==> src/rtl/sseg_scan_ctrl.sv <==
// sseg_scan_ctrl: multiplexed seven-segment driver with hex/decimal conversion, blanking and overflow dashes
// Ports: clk/rst (async, active-low); value/mode/dp_in/lzb sampled on the update pulse;
//        busy/done/overflow report conversion state; sseg_an/sseg_sig drive the board pins (active-low)
module sseg_scan_ctrl #(
  parameter int NUM_DIGITS  = 4,
  parameter int VALUE_W     = 13,
  parameter int REFRESH_DIV = 100000,
  parameter int BLANK_CYC   = 16
) (
  input  logic                  clk,
  input  logic                  rst,
  input  logic [VALUE_W-1:0]    value,
  input  logic                  mode,
  input  logic [NUM_DIGITS-1:0] dp_in,
  input  logic                  lzb,
  input  logic                  update,
  output logic                  busy,
  output logic                  done,
  output logic                  overflow,
  output logic [NUM_DIGITS-1:0] sseg_an,
  output logic [7:0]            sseg_sig
);
  localparam int DW = 4 * NUM_DIGITS;
  localparam int XW = VALUE_W + DW;
  localparam int PW = REFRESH_DIV > 1 ? $clog2(REFRESH_DIV) : 1;
  localparam int IW = NUM_DIGITS > 1 ? $clog2(NUM_DIGITS) : 1;
  localparam int CW = $clog2(VALUE_W + 1);

  typedef enum logic [1:0] {IDLE, CONV, LOAD} state_t;

  state_t                state_q, state_d;
  logic [VALUE_W-1:0]    val_q, val_d, pval_q, pval_d;
  logic                  mode_q, mode_d, pmode_q, pmode_d;
  logic [NUM_DIGITS-1:0] dp_q, dp_d, pdp_q, pdp_d;
  logic                  lzb_q, lzb_d, plzb_q, plzb_d, pend_q, pend_d;
  logic [DW-1:0]         bcd_q, bcd_d, disp_q, disp_d;
  logic                  ovf_q, ovf_d, overflow_q, overflow_d;
  logic [CW-1:0]         cnt_q, cnt_d;
  logic [NUM_DIGITS-1:0] ddp_q, ddp_d, blank_q, blank_d, an_q, an_d;
  logic                  busy_q, busy_d, done_q, done_d;
  logic [PW-1:0]         presc_q, presc_d;
  logic [IW-1:0]         idx_q, idx_d;
  logic [7:0]            sig_q, sig_d;

  logic [DW-1:0]         adj;
  logic [XW-1:0]         vx;
  logic [NUM_DIGITS-1:0] lz;
  logic                  nz, start, use_in, wrap, on;
  logic [3:0]            dig;

  function automatic logic [6:0] seg7(input logic [3:0] d);
    case (d)
      4'h0: seg7 = 7'h40;
      4'h1: seg7 = 7'h79;
      4'h2: seg7 = 7'h24;
      4'h3: seg7 = 7'h30;
      4'h4: seg7 = 7'h19;
      4'h5: seg7 = 7'h12;
      4'h6: seg7 = 7'h02;
      4'h7: seg7 = 7'h78;
      4'h8: seg7 = 7'h00;
      4'h9: seg7 = 7'h10;
      4'hA: seg7 = 7'h08;
      4'hB: seg7 = 7'h03;
      4'hC: seg7 = 7'h46;
      4'hD: seg7 = 7'h21;
      4'hE: seg7 = 7'h06;
      default: seg7 = 7'h0E;
    endcase
  endfunction

  always_comb begin
    state_d    = state_q;
    val_d      = val_q;
    mode_d     = mode_q;
    dp_d       = dp_q;
    lzb_d      = lzb_q;
    pval_d     = pval_q;
    pmode_d    = pmode_q;
    pdp_d      = pdp_q;
    plzb_d     = plzb_q;
    pend_d     = pend_q;
    bcd_d      = bcd_q;
    ovf_d      = ovf_q;
    cnt_d      = cnt_q;
    disp_d     = disp_q;
    ddp_d      = ddp_q;
    blank_d    = blank_q;
    overflow_d = overflow_q;
    adj        = bcd_q;
    vx         = XW'(val_q);
    lz         = '0;
    nz         = 1'b0;
    start      = 1'b0;
    use_in     = 1'b1;
    for (int i = 0; i < NUM_DIGITS; i++)
      adj[4*i +: 4] = bcd_q[4*i +: 4] >= 4'd5 ? bcd_q[4*i +: 4] + 4'd3 : bcd_q[4*i +: 4];
    // lz[i] marks digits with nothing but zeros from i upward; digit 0 is never blanked
    for (int i = NUM_DIGITS - 1; i > 0; i--) begin
      nz    = nz | (bcd_q[4*i +: 4] != 4'd0);
      lz[i] = ~nz;
    end
    // requests arriving mid-conversion park here; the newest one overwrites older ones
    if (update && state_q != IDLE) begin
      pval_d  = value;
      pmode_d = mode;
      pdp_d   = dp_in;
      plzb_d  = lzb;
      pend_d  = 1'b1;
    end
    case (state_q)
      IDLE: start = update;
      CONV: begin
        if (mode_q) begin
          bcd_d = {adj[DW-2:0], val_q[VALUE_W-1]};
          ovf_d = ovf_q | adj[DW-1];
          val_d = val_q << 1;
          cnt_d = cnt_q + CW'(1);
          state_d = cnt_q == CW'(VALUE_W - 1) ? LOAD : CONV;
        end else begin
          bcd_d   = vx[DW-1:0];
          ovf_d   = |vx[XW-1:DW];
          state_d = LOAD;
        end
      end
      LOAD: begin
        disp_d     = bcd_q;
        overflow_d = ovf_q;
        ddp_d      = ovf_q ? '0 : dp_q;
        blank_d    = (ovf_q || !lzb_q) ? '0 : lz;
        state_d    = IDLE;
        start      = update | pend_q;
        use_in     = update;
      end
      default: state_d = IDLE;
    endcase
    if (start) begin
      state_d = CONV;
      pend_d  = 1'b0;
      val_d   = use_in ? value : pval_q;
      mode_d  = use_in ? mode : pmode_q;
      dp_d    = use_in ? dp_in : pdp_q;
      lzb_d   = use_in ? lzb : plzb_q;
      bcd_d   = '0;
      ovf_d   = 1'b0;
      cnt_d   = '0;
    end
    busy_d  = state_d != IDLE;
    done_d  = state_d == LOAD;
    wrap    = presc_q == PW'(REFRESH_DIV - 1);
    presc_d = wrap ? '0 : presc_q + PW'(1);
    idx_d   = !wrap ? idx_q : idx_q == IW'(NUM_DIGITS - 1) ? '0 : idx_q + IW'(1);
    dig     = disp_q[4*int'(idx_q) +: 4];
    on      = presc_q >= PW'(BLANK_CYC) && !blank_q[idx_q];
    an_d    = '1;
    if (on) an_d[idx_q] = 1'b0;
    sig_d   = !on ? 8'hFF : overflow_q ? 8'hBF : {~ddp_q[idx_q], seg7(dig)};
  end

  always_ff @(posedge clk or negedge rst) begin
    if (!rst) begin
      state_q    <= IDLE;
      val_q      <= '0;
      mode_q     <= 1'b0;
      dp_q       <= '0;
      lzb_q      <= 1'b0;
      pval_q     <= '0;
      pmode_q    <= 1'b0;
      pdp_q      <= '0;
      plzb_q     <= 1'b0;
      pend_q     <= 1'b0;
      bcd_q      <= '0;
      ovf_q      <= 1'b0;
      cnt_q      <= '0;
      disp_q     <= '0;
      ddp_q      <= '0;
      blank_q    <= '0;
      overflow_q <= 1'b0;
      busy_q     <= 1'b0;
      done_q     <= 1'b0;
      presc_q    <= '0;
      idx_q      <= '0;
      an_q       <= '1;
      sig_q      <= 8'hFF;
    end else begin
      state_q    <= state_d;
      val_q      <= val_d;
      mode_q     <= mode_d;
      dp_q       <= dp_d;
      lzb_q      <= lzb_d;
      pval_q     <= pval_d;
      pmode_q    <= pmode_d;
      pdp_q      <= pdp_d;
      plzb_q     <= plzb_d;
      pend_q     <= pend_d;
      bcd_q      <= bcd_d;
      ovf_q      <= ovf_d;
      cnt_q      <= cnt_d;
      disp_q     <= disp_d;
      ddp_q      <= ddp_d;
      blank_q    <= blank_d;
      overflow_q <= overflow_d;
      busy_q     <= busy_d;
      done_q     <= done_d;
      presc_q    <= presc_d;
      idx_q      <= idx_d;
      an_q       <= an_d;
      sig_q      <= sig_d;
    end
  end

  assign busy     = busy_q;
  assign done     = done_q;
  assign overflow = overflow_q;
  assign sseg_an  = an_q;
  assign sseg_sig = sig_q;
endmodule

==> config.mk <==
export PLATFORM = sky130hd
export DESIGN_NAME = sseg_scan_ctrl
export DESIGN_NICKNAME = d
export VERILOG_FILES = /design/src/rtl/sseg_scan_ctrl.sv
export SDC_FILE = /design/constraint.sdc
export NUM_CORES = 1
export LEC_CHECK = 0
export ABC_AREA = 1
export CORE_ASPECT_RATIO = 1.4
export CORE_UTILIZATION = 60
export CTS_CLUSTER_SIZE = 14
export DETAILED_ROUTE_END_ITERATION = 7
export PLACE_DENSITY = 0.8
export RECOVER_POWER = 50
export SYNTH_ARGS = -nofsm -noshare
export SYNTH_HDL_FRONTEND = slang
export SYNTH_SLANG_ARGS = --single-unit
==> constraint.sdc <==
create_clock -name clk -period 2.6 [get_ports clk]
set_clock_uncertainty 0.1 [all_clocks]
set_input_delay 0.78 -clock clk [delete_from_list [all_inputs] [get_ports clk]]
set_output_delay 0.78 -clock clk [all_outputs]
set_load 0.01 [all_outputs]
==> results of run 1 <==
[layout by cell type, fill, tap and decap left out, drive strengths merged, types with 3 or more instances in the layout]
cell type,netlist,layout
nand2,210,210
o22ai,6,6
dfstp,12,12
nand4,7,7
clkbuf,6,26
inv,112,112
o21ai,89,89
nor2,59,59
a21oi,33,33
o211ai,17,17
nor3,7,7
bufinv,0,3
buf,17,13
xor2,9,9
ha,24,24
clkinv,0,6
nand3,55,55
clkdlybuf4s50,0,35
dfrtp,107,107
[synthesized netlist by cell type (7+ instances only)]
cell      instances
nand2_1         205
dfrtp_1         107
inv_1           106
o21ai_0          89
nor2_1           55
nand3_1          54
a21oi_1          33
ha_1             24
o211ai_1         17
dfstp_2          12
buf_2            10
xor2_1            9
nand4_1           7
nor3_1            7
[path summary, 6_finish.rpt]
check / startpoint / endpoint / cells past startpoint
setup / recovery: sseg_an[1]$_DFF_PN1_ / sseg_an[1] / 1
hold / removal: blank_q[1]$_DFFE_PN0N_ / blank_q[1]$_DFFE_PN0N_ / 2
setup reg to reg: state_q[1]$_DFF_PN0_ / mode_q$_DFFE_PN0P_ / 5
hold reg to reg: blank_q[1]$_DFFE_PN0N_ / blank_q[1]$_DFFE_PN0N_ / 2
max in group asynchronous: rst / disp_q[2]$_DFFE_PN0N_ / 2
min in group asynchronous: rst / presc_q[9]$_DFF_PN0_ / 2
[power by group through the flow]
stage / Clock (mW) / Sequential [mW] / Combinational (mW)
final: 2.33 / 3.06 / 3.08
after global routing: 2.45 / 3.13 / 3.49
after CTS: 2.35 / 3.06 / 3.10
after detailed placement: 0 / 3.08 / 3.05
after global placement: 0 / 3.05 / 2.93
after floorplan: 0 / 2.95 / 2.21
[cells by family after synthesis]
| family | Yosys count | share of synthesized area |
|---|---|---|
| adder cells (fa/ha/maj) | 24 | 0.04863 |
| multiplexers | 1 | 0.001824 |
| AND/OR/NAND/NOR | 339 | 0.2320 |
| buffers and inverters | 135 | 0.08936 |
| flip-flops | 119 | 0.4847 |
| AO/OA/AOI/OAI | 148 | 0.1293 |
| XOR/XNOR | 10 | 0.01419 |
[metrics by stage]
step	hold WS, ns	area, um^2
after floorplan	0.3478	6175
after global placement	0.3660	6721
after detailed placement	0.3710	6721
after CTS	0.2746	7313
after global routing	0.3996	7266
final	0.3823	7266
[registers in the layout (all words and copies together) (netlist names), 2 cells and up]
register / cells
bcd_q: 16
blank_q: 3
cnt_q: 4
ddp_q: 4
disp_q: 16
dp_q: 4
idx_q: 2
pdp_q: 4
presc_q: 17
pval_q: 13
sseg_an: 4
sseg_sig: 8
state_q: 2
val_q: 13
[per-layer routing]
| layer | global-route usage | vias up | part of all wire |
|---|---|---|---|
| li1 | - | 2585 | - |
| met1 | 0.3058 | 2504 | 0.39 |
| met2 | 0.4990 | 164 | 0.53 |
| met4 | 0.1578 | 0 | 0.045 |
| met3 | 0.07114 | 50 | 0.040 |
| met5 | 0 | - | 0 |
[area by class of cell]
type                       instances  share of cell area
multi-input combinational        522              0.3611
timing repair buffer              52             0.06406
inverter                         112             0.05821
clock inverter                    10             0.01756
sequential                       119              0.4119
tap                              135             0.02325
clock buffer                      22             0.06389
==> out/summary.txt, run 1 <==
Setup crit end kind: primary output
Inserted Diodes: 0
Slew headroom: -0.09385
Slowest CP cell: clkdlybuf4s50_1
Die ar.: 10710 um^2
Worst-path cell chain: clkdlybuf4s50_1
DR pass1 iterations: 6
Outcome: finished with violations
Buf/Inv on CP: 1
ANT nets after route: 0
Syn Std Cell Area: 6175 um^2
GR Util All Layers: 0.2838
Post-Route Setup TNS: 0 ns
Pre-CTS WS: 0.2083 ns
Synth unique cells: 33
Fmax: 428.7 MHz
Area occupied by multi-input gates: 2624 um^2
Clock sinks: 119
Num CTS Buffers: 17
Storage cell area: 2993 um^2
Fin nets: 870
DRC Markers: 0
Clock root buffer: clkbuf_16
Core Rows: 43
Final Hold Viols: 0
Routed len/inst: 14.11 um
Final wirelength: 13710 um
Clk slew on worst S/H paths: 0.05 ns
Crit-path max FO: 1
Prevailing post-synth register cell: dfrtp_1
Comb pwr share: 0.364
Tcrit/Tclk final: 0.8973
Cells after Synth: 776
Fill cells: 741
Setup ws final: 0.2671 ns
Die extent in x: 87.74 um
Int Pwr: 5.253 mW
Syn. warnings: 0
CP delay by family, top: buffers and inverters
DP HPWL: 10020 um
Synthesis-to-layout area growth: 17.67%
Largest stage delay on the critical path: 0.53 ns
CTS HTree Levels: 4
Final Non-Filler Cells: 972
Ys async rst share: 1.000
Worst-skew pair later-pin latency: 0.41 ns
Area contributors post-synth: dfrtp_1 (43%), nand2_1 (12%), o21ai_0 (7.2%)
Initial antenna violation count: 0
Die Y: 122.0 um
Power Density: 1165 nW/um^2
CTS Hold Bufs: 0
Worst Tran Pin Value: 1.641 ns
Initial core utilization: 0.6204
Area leader, netlist: dfrtp_1
Post-synth top area share: 0.4336
Vias in the first global route: 5192
Crit path required time: 1.72 ns
Vias: 5303
Grt ovf: 0
Tmin final: 2.333 ns
Post-synth EDFFs: 0
Syn_nets: 822
First-pass GRT wire length: 23080 um
Global placer's final weighted congestion: 0.9347
Max Cap Violations: 1
Critical Path AT: 1.45 ns
Worst VDD drop: 0.0006653 V
Via density: 5.456
Clock buffer depth: 2
Worst min path class: reg2reg
Count of final setup violators: 0
Post-synthesis sequential area ratio: 0.4847
Crit Path Class: reg2out
Reg2Reg Setup Slack: 0.41 ns
Syn Area/Cell: 7.957 um^2
Failing checks: max-capacitance violations, max-slew violations
Net Switching: 3.215 mW
Drt first-iter violations: 302
Port Buf Inserts: 36
Clock power frac: 0.275
Setup crit start kind: flop
Slew Viols, Final: 69
Largest net degree at the start of global routing: 69
Final core utilization: 0.7300
Share of layout cells above drive strength 1: 0.08602
Pwr Total: 8.468 mW
Switch share: 0.3797
Core area: 9953 um^2
Seq cells post-synth: 119
Static Leak: 3.646 nW
CTS resizes: 0
# IOs: 37
Flop pwr share: 0.362
DP Cell Count: 940
CTS tree: yes
Postcts setup bufs: 0
RSZ-0062 raised after global routing: no
No activity file was read; power rests on OpenSTA's default activity.
==> inputs of run 2 (changes only) <==
- CORE_UTILIZATION: 60 -> 25
- PLACE_DENSITY: 0.8 -> not set
==> run 2 against run 1 <==
Against the previous run: the flow still finishes with violations (max-capacitance violations, max-slew violations); clock power fell by 3%; cell count grew 18%; design area rose by 2.8%; flip-flop and latch count did not move; sequential power is 1% lower; register-to-register slack gained 0.12 ns; maximum frequency about the same; non-clock buffer count shrank 2; via count fell by 5.2%; critical path type unchanged; largest power group unchanged.
==> out/summary.txt, run 2 (synthesized netlist as in run 1, its figures left out) <==
Largest net degree at the start of global routing: 119
GR Util All Layers: 0.1165
Worst-path cell chain: clkdlybuf4s50_1
Share of layout cells above drive strength 1: 0.08743
Worst-skew pair later-pin latency: 0.42 ns
Setup crit start kind: flop
Setup crit end kind: primary output
Post-Route Setup TNS: 0 ns
DR pass1 iterations: 4
Clock sinks: 119
Vias in the first global route: 4988
Core Rows: 67
Cell count along the critical path: 1
First-pass GRT wire length: 23750 um
Power Density: 1113 nW/um^2
Grt ovf: 0
Die ar.: 25340 um^2
Die extent in x: 134.8 um
Met3 wire length: 472 um
Port Buf Inserts: 36
Initial core utilization: 0.2566
CTS Hold Bufs: 0
Max FFs per register: 17
Top sig layer: met4
Max Cap Violations: 1
Failing checks: max-capacitance violations, max-slew violations
Vias: 5026
Slew Viols, Final: 119
Via density: 4.390
Global placer's final weighted congestion: 0.8139
Initial antenna violation count: 0
Crit-path max FO: 1
Slowest CP cell: clkdlybuf4s50_1
DRC Markers: 0
Crit path launch: sseg_sig[4]$_DFF_PN1_
Routed len/inst: 11.71 um
Crit Path Class: reg2out
RSZ-0062 raised after global routing: no
Outcome: finished with violations
Core area: 24060 um^2
Met2 wire length: 6450 um
Slew headroom: -0.05911
Static Leak: 3.623 nW
Fmax: 428.3 MHz
Worst VDD drop: 0.0006217 V
Final hold slack: 0.04284 ns
# IOs: 37
Fill cells: 2532
Reg2reg start: state_q[0]$_DFF_PN0_
CTS tree: yes
Largest stage delay on the critical path: 0.53 ns
Worst Reg-to-Reg Cells: 4
Biggest register: presc_q
Tmin final: 2.335 ns
M1 WL: 6292 um
Tcrit/Tclk final: 0.8981
Most frequent cells in the layout: nand2_1 (206), inv_1 (107), dfrtp_1 (107)
Clk slew on worst S/H paths: 0.06 ns
DP HPWL: 9540 um
CTS HTree Levels: 4
ANT nets after route: 0
Clock buffer depth: 2
Fin nets: 868
Crit path required time: 1.72 ns
Num CTS Buffers: 17
Drt first-iter violations: 310
CP delay by family, top: buffers and inverters
Largest registers: presc_q: 17 flops, bcd_q: 16 flops, disp_q: 16 flops
Commonest non-fill, non-tap cell in the layout: nand2_1
Inserted Diodes: 0
Final Non-Filler Cells: 1145
Final wirelength: 13400 um
Worst Tran Pin Value: 1.589 ns
Postcts setup bufs: 0
Die Y: 188.0 um
DP Cell Count: 1113
Worst min path class: in2async
Synthesis-to-layout area growth: 20.99%
Critical Path AT: 1.46 ns
Buf/Inv on CP: 1
Final Hold Viols: 0
Count of final setup violators: 0
Clock root buffer: clkbuf_16
CTS resizes: 0
==> run 2: metal layers <==
metal | vias up | GRT usage
met4 | 0 | 0.04235
li1 | 2587 | -
met3 | 17 | 0.02839
met5 | - | 0
met1 | 2316 | 0.1468
met2 | 106 | 0.1917
==> run 2: power by group <==
part | internal [mW] | switching, mW
Combinational | 1.15 | 1.89
Sequential | 2.57 | 0.443
Clock | 1.33 | 0.932
==> run 2: area by class of cell <==
type / instances / area (um^2) / share of cell area
Timing Repair Buffer: 50 / 467.9 / 0.06264
Clock inverter: 15 / 142.6 / 0.01909
Sequential cell: 119 / 2993 / 0.4006
Clock buffer: 17 / 425.4 / 0.05694
Multi-Input combinational cell: 522 / 2631 / 0.3522
Tap cell: 310 / 387.9 / 0.05192
Inverter: 112 / 422.9 / 0.05661
==> run 2: final timing paths <==
| kind | slack [ns] | end |
|---|---|---|
| max in group asynchronous | 0.57 | ddp_q[0]$_DFFE_PN0N_ |
| worst max register to register | 0.53 | disp_q[6]$_DFFE_PN0N_ |
| worst min-delay path | 0.04 | cnt_q[1]$_DFFE_PN0P_ |
| worst min register to register | 0.38 | disp_q[8]$_DFFE_PN0N_ |
| min in group clk | 0.38 | disp_q[8]$_DFFE_PN0N_ |
| worst max-delay path | 0.26 | sseg_sig[4] |
==> run 2: through the flow <==
stage,cell area (um^2),setup slack [ns],total power [mW],utilization
after detailed placement,6925,0.1834,6.114,0.2878
after floorplan,6175,0.8772,5.158,-
final,7471,0.2650,8.318,0.3105
after global routing,7471,0.1821,9.071,0.3105
after CTS,7493,0.2406,8.428,0.3115
after global placement,6925,0.2045,6.069,0.2878
